File: config.mk
export PLATFORM = sky130hd
export DESIGN_NAME = gpr_sb_rf
export DESIGN_NICKNAME = d
export VERILOG_FILES = /design/src/rtl/gpr_sb_rf.sv
export SDC_FILE = /design/constraint.sdc
export NUM_CORES = 2
export LEC_CHECK = 0
export ABC_AREA = 1
export BUFFER_PORTS_ARGS = -buffer_cell sky130_fd_sc_hd__buf_2
export CAP_MARGIN = 20
export CELL_PAD_IN_SITES_DETAIL_PLACEMENT = 0
export CELL_PAD_IN_SITES_GLOBAL_PLACEMENT = 2
export CORE_MARGIN = 4
export CORE_UTILIZATION = 30
export CTS_CLUSTER_DIAMETER = 60
export DETAILED_ROUTE_END_ITERATION = 16
export PLACE_DENSITY_LB_ADDON = 0.1
export SYNTH_ARGS = -nofsm -noshare
export SYNTH_HDL_FRONTEND = slang
export SYNTH_SLANG_ARGS = --single-unit
File: constraint.sdc
create_clock -name clk -period 4.1 [get_ports clk]
set_input_delay 0.205 -clock clk [delete_from_list [all_inputs] [get_ports clk]]
set_output_delay 0.205 -clock clk [all_outputs]
set_load 0.02 [all_outputs]
File: src/rtl/gpr_sb_rf.sv
// General-purpose register file: two write ports, N combinational read ports,
// optional write-to-read bypass and a per-register busy scoreboard.
module gpr_sb_rf #(
    parameter int unsigned ADDR_WIDTH = 5,
    parameter int unsigned DATA_WIDTH = 32,
    parameter int unsigned NREAD      = 2,
    parameter int unsigned BYPASS     = 1
) (
    input  logic                           clk,
    input  logic                           rst_n,
    input  logic                           wen0,
    input  logic [ADDR_WIDTH-1:0]          waddr0,
    input  logic [DATA_WIDTH-1:0]          wdata0,
    input  logic                           wen1,
    input  logic [ADDR_WIDTH-1:0]          waddr1,
    input  logic [DATA_WIDTH-1:0]          wdata1,
    input  logic                           issue_en,
    input  logic [ADDR_WIDTH-1:0]          issue_rd,
    output logic                           issue_ok,
    input  logic [NREAD*ADDR_WIDTH-1:0]    raddr,
    output logic [NREAD*DATA_WIDTH-1:0]    rdata,
    output logic [NREAD-1:0]               rready,
    output logic [(1<<ADDR_WIDTH)-1:0]     busy,
    output logic                           sb_err
);

    localparam int unsigned DEPTH = 1 << ADDR_WIDTH;

    logic [DATA_WIDTH-1:0] r_regs [DEPTH];
    logic [DEPTH-1:0]      r_busy;
    logic                  r_sb_err;

    logic                  w_wr0;
    logic                  w_wr1;
    logic                  w_issue_clr;
    logic [DEPTH-1:0]      w_busy_nxt;

    // Writes are suppressed while reset is asserted so nothing is forwarded either.
    assign w_wr0 = wen0 && rst_n && (waddr0 != '0);
    assign w_wr1 = wen1 && rst_n && (waddr1 != '0);

    assign w_issue_clr = (w_wr0 && (waddr0 == issue_rd)) || (w_wr1 && (waddr1 == issue_rd));
    assign issue_ok    = (issue_rd == '0) || !r_busy[issue_rd] || w_issue_clr;

    assign busy   = r_busy;
    assign sb_err = r_sb_err;

    // Storage update; port 1 assigned last so it wins on a same-index collision.
    always_ff @(posedge clk or negedge rst_n) begin
        if (!rst_n) begin
            for (int unsigned i = 0; i < DEPTH; i++) begin
                r_regs[i] <= '0;
            end
        end else begin
            if (w_wr0) r_regs[waddr0] <= wdata0;
            if (w_wr1) r_regs[waddr1] <= wdata1;
        end
    end

    // Writeback clears busy, a successful issue sets it; set applied last so it wins.
    always_comb begin
        w_busy_nxt = r_busy;
        if (w_wr0) w_busy_nxt[waddr0] = 1'b0;
        if (w_wr1) w_busy_nxt[waddr1] = 1'b0;
        if (issue_en && issue_ok && (issue_rd != '0)) w_busy_nxt[issue_rd] = 1'b1;
        w_busy_nxt[0] = 1'b0;
    end

    always_ff @(posedge clk or negedge rst_n) begin
        if (!rst_n) begin
            r_busy   <= '0;
            r_sb_err <= 1'b0;
        end else begin
            r_busy <= w_busy_nxt;
            if (issue_en && !issue_ok) r_sb_err <= 1'b1;
        end
    end

    for (genvar gi = 0; gi < NREAD; gi++) begin : g_rd
        logic [ADDR_WIDTH-1:0] w_ra;
        logic [DATA_WIDTH-1:0] w_rd;
        logic                  w_rdy;

        assign w_ra = raddr[gi*ADDR_WIDTH +: ADDR_WIDTH];

        // Read mux with port-1-over-port-0 forwarding; index 0 is hardwired zero.
        always_comb begin
            w_rd  = r_regs[w_ra];
            w_rdy = !r_busy[w_ra];
            if (BYPASS != 0) begin
                if (w_wr0 && (waddr0 == w_ra)) begin
                    w_rd  = wdata0;
                    w_rdy = 1'b1;
                end
                if (w_wr1 && (waddr1 == w_ra)) begin
                    w_rd  = wdata1;
                    w_rdy = 1'b1;
                end
            end
            if (w_ra == '0) begin
                w_rd  = '0;
                w_rdy = 1'b1;
            end
        end

        assign rdata[gi*DATA_WIDTH +: DATA_WIDTH] = w_rd;
        assign rready[gi]                         = w_rdy;
    end

endmodule

==> parameters.txt <==
Parameter                              Value

Routing
  First DRT Iteration DRCs ... 12000
  Routed WL ... 479000 microns
  Number of routed nets with antenna violations ... 0
  Final routed wire length divided by cell count ... 35.1 microns
  DRC violations left ... 0
  Mean number of vias per cell ... 6.15
  Vias post-DR ... 83900
  Total iterations of the first detailed-routing run ... 6

Min path
  Worst hold path startpoint ... wdata0[1]
  Worst hold path depth ... 3
  Worst hold path type ... primary input to flip-flop
  Hold EP ... r_regs[673]

Run status
  Run status ... complete, no violations

Clock network
  Number of buffers added by the clock tree synthesis step ... 165
  Register clock-pin slew on the reported worst setup and hold paths ... 60 ps
  Number of buffers on the longest clock path ... 3
  Clock tree from TritonCTS ... done
  Post CTS Setup Buffer Count ... 0
  Depth of the CTS H-tree ... 4
  Root buffer cell ... sky130_fd_sc_hd__clkbuf_16
  Clock insertion delay at the later pin of the skew report ... 820 ps
  TritonCTS Sinks ... 1056

Placement
  Pre-CTS setup slack ... 536 ps
  Number of input and output port buffers inserted ... 192
  Final estimated routing congestion in global placement ... 0.888
  HPWL after detailed placement ... 283000 microns

STA
  Number of setup violations in the final report ... 0
  TNS Setup ... 0 ps
  Final period util ... 96.1%
  Worst hold-check slack ... 42.9 ps
  Final worst slack ... 158 ps
  Fmax achieved ... 254 MHz
  Final clock skew ... 14.2 ps
  Final hold viol count ... 0
  Post-layout min period ... 3940 ps
  Slew @ Worst Pin ... 1210 ps
  Normalized max-slew margin ... 19.3%
  Number of slew-limit violations in the final report ... 0
  Setup repair after global routing missed its margin ... no

Setup path
  Crit-path cells ... dlygate4sd3_1 > buf_8 > nand2_1 > inv_1 > nand2_4 > inv_4 > nand2_4 > buf_4 > nand2_1 > inv_1 > a21oi_1 > buf_4 > buf_2
  Arrival @ worst endpoint ... 3740 ps
  Biggest cell delay along the critical path ... 610 ps
  Origin of the worst setup path ... rst_n
  Critical register-to-register path startpoint ... busy[31]
  Reg2reg path depth ... 12
  Kind of critical path ... primary input to primary output
  Type of origin of the critical path ... primary input
  Critical path data required time ... 3890 ps
  RR Endpoint ... busy[30]
  Cell type of the slowest stage on the worst timing path ... sky130_fd_sc_hd__a21oi_1
  Element type at the critical path end ... primary output
  Worst-path maximum fanout ... 32
  Worst R2R Setup Slack ... 2010 ps

Floorplanning
  Vert. Die Dim ... 495 microns
  Number of placement rows ... 178
  Total core area ... 236000 sq um
  Die X ... 495 microns
  Count of boundary I/O pins ... 194
  DIE AREA ... 245000 sq um
  Initial cell density of the core ... 30.2%

Yosys
  Number of different library cells in the post-synthesis netlist ... 39
  Synthesized net count ... 10800
  Share of cell area taken by muxes after synthesis ... 0.0983%
  Portion of synthesized cell area occupied by the leading cell type ... 37.1%
  Leading post-synthesis cells by instance count ... sky130_fd_sc_hd__nand2_1 (3028), sky130_fd_sc_hd__o21ai_0 (1271), sky130_fd_sc_hd__nand3_1 (1091)
  Post-Synth Adder-Cell Area ... 0%
  Xor and xnor fraction of the mapped netlist area ... 0.184%
  Cells after synthesis ... 10700
  Number of enable-type register cells in the synthesized netlist ... 0
  Predominant post-synthesis flop cell ... sky130_fd_sc_hd__dfrtp_1
  Count leader, synth ... sky130_fd_sc_hd__nand2_1
  Main combinational cell family by area after synthesis ... simple AND/OR/NAND/NOR gates
  Number of synthesis warnings ... 0
  Top cells by area, synth ... sky130_fd_sc_hd__dfrtp_1 (37%), sky130_fd_sc_hd__nand2_1 (16%), sky130_fd_sc_hd__o21ai_0 (8.9%)
  Post-synthesis share of cell area spent on and, or, nand and nor gates ... 31.1%
  Synth Area in Compound Gates ... 21.9%
  Share of flip-flops with an asynchronous set or reset ... 100%
  Synthesis-stage register bit count ... 1056
  Cell area after synthesis ... 71200 sq um
  Average footprint of a synthesized cell ... 6.63 sq um
  Largest area contributor in the netlist ... sky130_fd_sc_hd__dfrtp_1
  Sequential area share after synthesis ... 37.1%

Finish
  Share of final-layout standard cells stronger than drive strength 1 ... 8.86%
  Finished Core Util ... 34.7%
  Post-layout nets ... 10400
  P&R area growth vs syn ... 14.8%

Power and ir drop
  Total internal power ... 25.8 mW
  Switching share of power ... 36.6%
  Clock share of power ... 37.3%
  Areal power density over the cells ... 498 nW/um^2
  Standby leakage power ... 35.5 nW
  Worst-case vdd ir drop ... 0.000499 V
  Power share of the combinational group ... 24.9%
  Sequential fraction of design power ... 37.8%
  Sw power ... 14.9 mW

Job
  # Max-Cap Violations ... 0

Global routing
  Sum of overflow across all layers after global routing ... 0
  Global-route wire length before repair ... 659000 microns
  Number of antenna violations at the first check in global routing ... 66
  Pin count of the biggest net entering global routing ... 147
  Total routing resource utilization after global routing ... 37.8%
  Number of global-route vias before repair ... 78200
==> cell type report <==
| type | instances | area (sq um) |
|---|---|---|
| Timing Repair Buffer | 610 | 5590 |
| Tap cell | 3150 | 3940 |
| Antenna cell | 30 | 75.1 |
| Clock inverter | 70 | 933 |
| Clock buffer | 223 | 4720 |
| Sequential cell | 1056 | 26400 |
| Fill cell | 25300 | 154000 |
| Multi-Input combinational cell | 8074 | 38400 |
| Inverter | 429 | 1660 |
==> metrics by stage <==
step	power (mW)	cell area, sq um	cells
global placement	25.2	75300	13300
global route	42.6	81700	13600
detailed placement	25.3	75500	13300
floorplan	21.3	71200	10700
CTS	40.6	81700	13600
finish	40.7	81800	13600
==> power by group through the flow <==
stage / logic (mW) / clock network, mW / registers (mW)
6_report: 10.2 / 15.2 / 15.4
4_1_cts: 10.0 / 15.3 / 15.3
3_5_place_dp: 9.91 / 0 / 15.4
2_1_floorplan: 6.57 / 0 / 14.7
3_3_place_gp: 9.78 / 0 / 15.4
5_1_grt: 11.2 / 15.7 / 15.7
==> state kept, by name, indices dropped and copies added (netlist names) <==
register  flops
r_regs     1024
sb_err        1
busy         31
==> worst max-delay path by stage <==
stage / end / cells past startpoint / slack [ps]
6_report: rdata[2] / 13 / 160
5_1_grt: rdata[2] / 13 / 190
4_1_cts: rdata[2] / 14 / 530
3_5_place_dp: rdata[2] / 14 / 540
3_3_place_gp: rdata[59] / 14 / 520
2_1_floorplan: rdata[9] / 11 / 2100
==> cells in the final DEF (no fill, tap or decap), types with 21 or more instances in the layout <==
cell type,synthesis,final
sky130_fd_sc_hd__a211oi_1,34,34
sky130_fd_sc_hd__a21oi_1,483,483
sky130_fd_sc_hd__a31oi_1,23,23
sky130_fd_sc_hd__buf_12,0,98
sky130_fd_sc_hd__buf_2,402,181
sky130_fd_sc_hd__buf_4,45,271
sky130_fd_sc_hd__clkbuf_1,656,26
sky130_fd_sc_hd__clkbuf_16,0,170
sky130_fd_sc_hd__clkbuf_8,0,27
sky130_fd_sc_hd__clkinv_2,0,24
sky130_fd_sc_hd__dfrtp_1,1056,1056
sky130_fd_sc_hd__diode_2,0,30
sky130_fd_sc_hd__dlygate4sd3_1,0,51
sky130_fd_sc_hd__inv_1,392,387
sky130_fd_sc_hd__nand2_1,3028,3006
sky130_fd_sc_hd__nand2_4,1,21
sky130_fd_sc_hd__nand3_1,1091,1091
sky130_fd_sc_hd__nand4_1,47,47
sky130_fd_sc_hd__nor2_1,438,416
sky130_fd_sc_hd__nor2_4,3,30
sky130_fd_sc_hd__nor3_1,608,608
sky130_fd_sc_hd__o211ai_1,271,271
sky130_fd_sc_hd__o21ai_0,1271,1271
sky130_fd_sc_hd__o21ai_1,87,87
sky130_fd_sc_hd__o22ai_1,629,629
==> routing by layer <==
layer | GRT usage (%) | part of all wire (%) | routed length, microns | vias up
met4 | 21.8 | 6.6 | 31400 | 24
met3 | 7.52 | 9.5 | 45600 | 1106
met5 | 0 | 0.026 | 123 | -
met1 | 50.4 | 41 | 196000 | 41500
li1 | - | - | - | 35900
met2 | 56.7 | 43 | 206000 | 5371
==> what timing repair did <==
item / in CTS / in global routing
resized for setup: 0 / 0
hold buffers: 50 / 1
hold endpoints to repair: 536 / 4
==> cells by family after synthesis <==
family / after synthesis
AO/OA/AOI/OAI: 2800
XOR/XNOR: 15
other: 1
multiplexers: 7
AND/OR/NAND/NOR: 5251
buffers and inverters: 1619
flip-flops: 1056
==> critical path: cells and delay by family <==
family | cells | cell delay, ps
compound gates | 1 | 610
simple gates | 4 | 760
buf+inv | 8 | 2030
Note: power is estimated with default switching activity, not from simulation.
